[config.mk]
export PLATFORM = sky130hd
export DESIGN_NAME = mem_bus_arbiter
export DESIGN_NICKNAME = d
export VERILOG_FILES = /design/src/rtl/mem_bus_arbiter.sv
export SDC_FILE = /design/constraint.sdc
export NUM_CORES = 1
export LEC_CHECK = 0
export CAP_MARGIN = 25
export CORE_UTILIZATION = 26
export DETAILED_ROUTE_END_ITERATION = 10
export GPL_TIMING_DRIVEN = 0
export PLACE_DENSITY = 0.9
export SLEW_MARGIN = 5
export SYNTH_ARGS = -nofsm -noshare
export SYNTH_HDL_FRONTEND = slang
export SYNTH_SLANG_ARGS = --single-unit
[constraint.sdc]
create_clock -name clk_ext -period 2.81 [get_ports clk_ext]
set_input_delay 0.281 -clock clk_ext [delete_from_list [all_inputs] [get_ports clk_ext]]
set_output_delay 0.281 -clock clk_ext [all_outputs]
set_load 0.005 [all_outputs]
[src/rtl/mem_bus_arbiter.sv]
// mem_bus_arbiter: shares one memory bus between the CPU (default owner) and
// the two UART engines (loader, dumper). Ownership only moves at the clock edge
// that ends a boundary cycle, so a write address phase is never split from its
// commit. The bus mux is purely combinational on the owner register.
// Optional feature: define ARB_TIMEOUT_EN to bound UART ownership to
// TIMEOUT_CYCLES consecutive cycles. A requester that is forced off the bus is
// blocked from regrant until it drops its request.
module mem_bus_arbiter #(
    parameter int TIMEOUT_CYCLES = 4096
) (
    input  logic       clk_ext,
    input  logic       ext_rst,
    input  logic [9:0] cpu_addr_data,
    input  logic       cpu_read_write,
    input  logic       cpu_write_commit,
    input  logic       ld_req,
    output logic       ld_gnt,
    input  logic [9:0] ld_addr_data,
    input  logic       ld_read_write,
    input  logic       ld_write_commit,
    input  logic       dmp_req,
    output logic       dmp_gnt,
    input  logic [9:0] dmp_addr_data,
    input  logic       dmp_read_write,
    input  logic       dmp_write_commit,
    output logic [9:0] mem_addr_data,
    output logic       mem_read_write,
    output logic       mem_write_commit,
    output logic       cpu_hold,
    output logic [1:0] owner,
    output logic       proto_err,
    output logic       timeout
);

    // Encoding is visible on the owner port, so keep it fixed.
    typedef enum logic [1:0] {
        OWN_CPU = 2'd0,
        OWN_LD  = 2'd1,
        OWN_DMP = 2'd2
    } own_e;

    own_e state_q, state_d;
    logic boundary;
    logic err_set;
    logic ld_ok, dmp_ok;

`ifdef ARB_TIMEOUT_EN
    localparam int CW = $clog2(TIMEOUT_CYCLES + 1);
    localparam logic [CW-1:0] CNT_MAX = CW'(TIMEOUT_CYCLES - 1);

    logic [CW-1:0] cnt_q;
    logic          ld_blk_q, dmp_blk_q;
    logic          timeout_q;
    logic          expired;
    logic          force_rel;

    // Counter holds (cycles owned - 1); once it reaches CNT_MAX the current
    // cycle is the last one allowed, and release waits for a boundary.
    assign expired = (state_q != OWN_CPU) && (cnt_q == CNT_MAX);
    assign ld_ok   = ld_req  & ~ld_blk_q;
    assign dmp_ok  = dmp_req & ~dmp_blk_q;
    assign timeout = timeout_q;
`else
    assign ld_ok   = ld_req;
    assign dmp_ok  = dmp_req;
    assign timeout = 1'b0;
`endif

    // Route the owner's bus to memory; non-owner inputs never reach it.
    always_comb begin
        mem_addr_data    = cpu_addr_data;
        mem_read_write   = cpu_read_write;
        mem_write_commit = cpu_write_commit;
        case (state_q)
            OWN_LD: begin
                mem_addr_data    = ld_addr_data;
                mem_read_write   = ld_read_write;
                mem_write_commit = ld_write_commit;
            end
            OWN_DMP: begin
                mem_addr_data    = dmp_addr_data;
                mem_read_write   = dmp_read_write;
                mem_write_commit = dmp_write_commit;
            end
            default: ;
        endcase
    end

    // Only a write address phase (rw=0, commit=0) pins ownership.
    assign boundary = mem_read_write | mem_write_commit;

    // Next owner: dumper beats loader beats CPU; a UART owner is never
    // preempted by the other UART, and a release hands over directly.
    always_comb begin
        state_d = state_q;
        err_set = 1'b0;
`ifdef ARB_TIMEOUT_EN
        force_rel = 1'b0;
`endif
        case (state_q)
            OWN_CPU: begin
                if (boundary) begin
                    if (dmp_ok)     state_d = OWN_DMP;
                    else if (ld_ok) state_d = OWN_LD;
                end
            end
            OWN_LD: begin
                if (!ld_req) begin
                    // Dropping mid address phase is an error, but still release.
                    err_set = ~boundary;
                    state_d = dmp_ok ? OWN_DMP : OWN_CPU;
                end
`ifdef ARB_TIMEOUT_EN
                else if (expired && boundary) begin
                    force_rel = 1'b1;
                    state_d   = dmp_ok ? OWN_DMP : OWN_CPU;
                end
`endif
            end
            OWN_DMP: begin
                if (!dmp_req) begin
                    err_set = ~boundary;
                    state_d = ld_ok ? OWN_LD : OWN_CPU;
                end
`ifdef ARB_TIMEOUT_EN
                else if (expired && boundary) begin
                    force_rel = 1'b1;
                    state_d   = ld_ok ? OWN_LD : OWN_CPU;
                end
`endif
            end
            default: state_d = OWN_CPU;
        endcase
    end

    // Owner register and sticky protocol error; reset returns the bus to the CPU.
    always_ff @(posedge clk_ext or posedge ext_rst) begin
        if (ext_rst) begin
            state_q   <= OWN_CPU;
            proto_err <= 1'b0;
        end else begin
            state_q   <= state_d;
            proto_err <= proto_err | err_set;
        end
    end

`ifdef ARB_TIMEOUT_EN
    // Ownership age, timeout pulse and per-requester regrant blocks.
    always_ff @(posedge clk_ext or posedge ext_rst) begin
        if (ext_rst) begin
            cnt_q     <= '0;
            timeout_q <= 1'b0;
            ld_blk_q  <= 1'b0;
            dmp_blk_q <= 1'b0;
        end else begin
            if (state_d != state_q || state_q == OWN_CPU) cnt_q <= '0;
            else if (!expired)                            cnt_q <= cnt_q + 1'b1;
            timeout_q <= force_rel;
            ld_blk_q  <= (ld_blk_q  & ld_req)  | (force_rel & (state_q == OWN_LD));
            dmp_blk_q <= (dmp_blk_q & dmp_req) | (force_rel & (state_q == OWN_DMP));
        end
    end
`endif

    assign owner    = state_q;
    assign ld_gnt   = (state_q == OWN_LD);
    assign dmp_gnt  = (state_q == OWN_DMP);
    assign cpu_hold = (state_q != OWN_CPU);

endmodule

==> impl_metrics.env <==
export IMPL_status="complete, no violations"
export IMPL_yosysMostFrequentCell="nor2_1"
export IMPL_worst_slew_pin_slew_ns=0.531
export IMPL_crit_path_start_kind="flip-flop"
export IMPL_crit_family="buffers and inverters"
export IMPL_yosysUniqueCellTypes=21
export IMPL_ioPinCount=59
export IMPL_syn_to_final_growth_pct=125
export IMPL_rrSetupSlack_ns=0.69
export IMPL_yosysTopAreaCellShare_pct=18.0
export IMPL_ys_top_cells_by_count="13 x nor2_1, 12 x a21oi_1, 12 x a22oi_1"
export IMPL_hold_ws_ns=0.199
export IMPL_critPathBufInv=4
export IMPL_cp_slowest_cell="clkdlybuf4s50_1"
export IMPL_hpwlAfterDp_mm=1.72
export IMPL_dr_first_iter_drc_count=13
export IMPL_chipWidth_um=45.9
export IMPL_num_rows=15
export IMPL_start_util_pct=28.4
export IMPL_synth_edf_count=0
export IMPL_fin_area_sq_um=1130
export IMPL_period_needed_ns=2.61
export IMPL_synthTopCellsByArea="a22oi_1 18%, dfrtp_1 15%, a21oi_1 12%"
export IMPL_path_clk_slew_ns=0.04
export IMPL_postLayoutCoreUtil_pct=64.0
export IMPL_cp_startpoint="owner[0]$_DFFE_PP0P_"
export IMPL_grt_pass1_wl_mm=3.12
export IMPL_worst_path_stages=7
export IMPL_fin_nets=176
export IMPL_syn_nets=114
export IMPL_postCtsSetupBuffers=0
export IMPL_drv_cap=0
export IMPL_r2r_worst_path_cells=7
export IMPL_grt_max_degree=11
export IMPL_crit_type="reg -> out"
export IMPL_clockBufferDepth=2
export IMPL_synth_async_reset_ratio_pct=100
export IMPL_grt_use_total_pct=20.2
export IMPL_syn_avg_cell_area_sq_um=7.17
export IMPL_hold_buffers=0
export IMPL_wl_mm=2.12
export IMPL_vias=762
export IMPL_grt_pass1_vias=728
export IMPL_crit_fanout=10
export IMPL_seq_area_sq_um=75.1
export IMPL_place_congestion=0.801
export IMPL_syn_inst=70
export IMPL_setup_viol_count_final=0
export IMPL_ys_ff_latch=3
export IMPL_reg2reg_from="owner[0]$_DFFE_PP0P_"
export IMPL_r2r_end="owner[0]$_DFFE_PP0P_"
export IMPL_dr_pass1_iters=5
export IMPL_worstPathArrival_ns=2.33
export IMPL_ant_nets=0
export IMPL_clk_latency_ns=0.25
export IMPL_fin_skew_ns=0.00299
export IMPL_p_total_mw=1.20
export IMPL_crit_chain="inv_1 > ha_1 > buf_6 > clkbuf_1 > nor2_1 > a21oi_1 > clkdlybuf4s50_1"
export IMPL_max_freq_ghz=0.383
export IMPL_hp_class="in -> async"
export IMPL_ir_drop_uv=613
export IMPL_n_antenna_cell=0
export IMPL_core_area_sq_um=1760
export IMPL_drive_above_1_share_pct=7.63
export IMPL_yosys_area_top_type="a22oi_1"
export IMPL_io_buffers=57
export IMPL_cts_tree="built"
export IMPL_slew_headroom_pct=64.6
export IMPL_antenna_found_initial=0
export IMPL_fin_tns_setup_ns=0
export IMPL_p_leak_nw=0.452
export IMPL_yosysWarnings=0
export IMPL_cts_buffers_inserted=3
export IMPL_synth_seq_area_share_pct=15.0
export IMPL_fp_dieH_um=45.9
export IMPL_p_per_area_nw_per_um2=1070
export IMPL_multi_input_area_sq_um=363
export IMPL_cts_root_buf="clkbuf_4"
export IMPL_place_area_sq_um=1100
export IMPL_cp_endpoint="mem_write_commit"
export IMPL_hold_viol_final=0
export IMPL_cp_end_kind="output port"
export IMPL_syn_cell_area_sq_um=502
export IMPL_die_area_sq_um=2110
export IMPL_wl_per_cell_um=13.6
export IMPL_max_stage_delay_ns=0.53
export IMPL_rsz0062_at_grt="false"
export IMPL_clock_sinks=3
export IMPL_overflow=0
export IMPL_cts_resized=0
export IMPL_ys_flop_type="dfrtp_1"
export IMPL_final_max_slew_viol_count=0
export IMPL_period_share_pct=92.9
export IMPL_required_ns=2.53
export IMPL_htreeDepth=1
export IMPL_vias_per_cell=4.88
export IMPL_n_fill_cell=162
export IMPL_drc=0
report_power, final:
| group | internal, mW | switching [mW] |
|---|---|---|
| Clock | 0.0535 | 0.0276 |
| Combinational | 0.600 | 0.438 |
| Sequential | 0.0634 | 0.0216 |
| Total | 0.717 | 0.487 |
flip-flops by register name, indices dropped and copies added (netlist names):
name	cells
proto_err	1
owner	2
metal layers:
layer | track usage [%] | wire [um] | vias to the layer above
li1 | - | - | 374
met1 | 20.6 | 766 | 344
met2 | 38.3 | 1140 | 42
met3 | 5.16 | 194 | 2
met4 | 7.65 | 20 | 0
met5 | 0 | 0 | -
worst min-delay path by stage:
stage                        startpoint                   end  cells after the start
floorplan                       ext_rst  owner[0]$_DFFE_PP0P_                      1
global placement    proto_err$_DFF_PP0_   proto_err$_DFF_PP0_                      1
detailed placement              ext_rst   proto_err$_DFF_PP0_                      2
CTS                             ext_rst   proto_err$_DFF_PP0_                      2
global route                    ext_rst   proto_err$_DFF_PP0_                      2
finish                          ext_rst   proto_err$_DFF_PP0_                      2
final cells by class:
| class | instances | share of cell area (%) |
|---|---|---|
| buffer | 6 | 2.99 |
| timing repair buffer | 57 | 50.5 |
| inverter | 8 | 2.66 |
| multi-input combinational | 53 | 32.1 |
| clock buffer | 4 | 2.33 |
| sequential | 3 | 6.64 |
| tap | 25 | 2.77 |
kinds of logic (layout without fill, tap and decap cells):
logic type / after synthesis / in the layout / share of synthesized area [%]
and+or+nand+nor: 16 / 16 / 14.5
other: 1 / 1 / 0.747
DFF: 3 / 3 / 15.0
AOI/OAI and AO/OA: 30 / 30 / 42.1
adders and majority gates: 4 / 4 / 9.98
buffers and inverters: 14 / 75 / 12.7
muxes: 2 / 2 / 4.99
cell usage in the layout (no fill, tap or decap):
master and n:
a31o_4 1, mux2_4 1, clkbuf_4 3, o211ai_1 1, inv_1 8, o22ai_1 1, buf_6 1, nand2_1 1
o211ai_2 1, dfrtp_1 3, mux2i_1 1, a21oi_1 12, clkdlybuf4s50_1 57, a22oi_1 12, or4b_4 1, a31o_2 1
a221oi_1 1, ha_1 4, conb_1 1, clkbuf_1 5, buf_4 1, nor2_1 13, nand2b_1 1
worst reg2reg max path, cell delays in order, from the launching register on:
cell and delay, ns:
dfrtp_1 0.44, inv_1 0.10, ha_1 0.31, buf_6 0.14, or4b_4 0.51, o211ai_2 0.09, a31o_4 0.14, mux2_4 0.29
through the flow:
step / std cells / setup slack, ns
global route: 156 / 0.0591
global placement: 152 / 0.536
CTS: 156 / 0.199
floorplan: 70 / 0.802
finish: 156 / 0.198
detailed placement: 152 / 0.459
(Power assumes the default switching activity.)
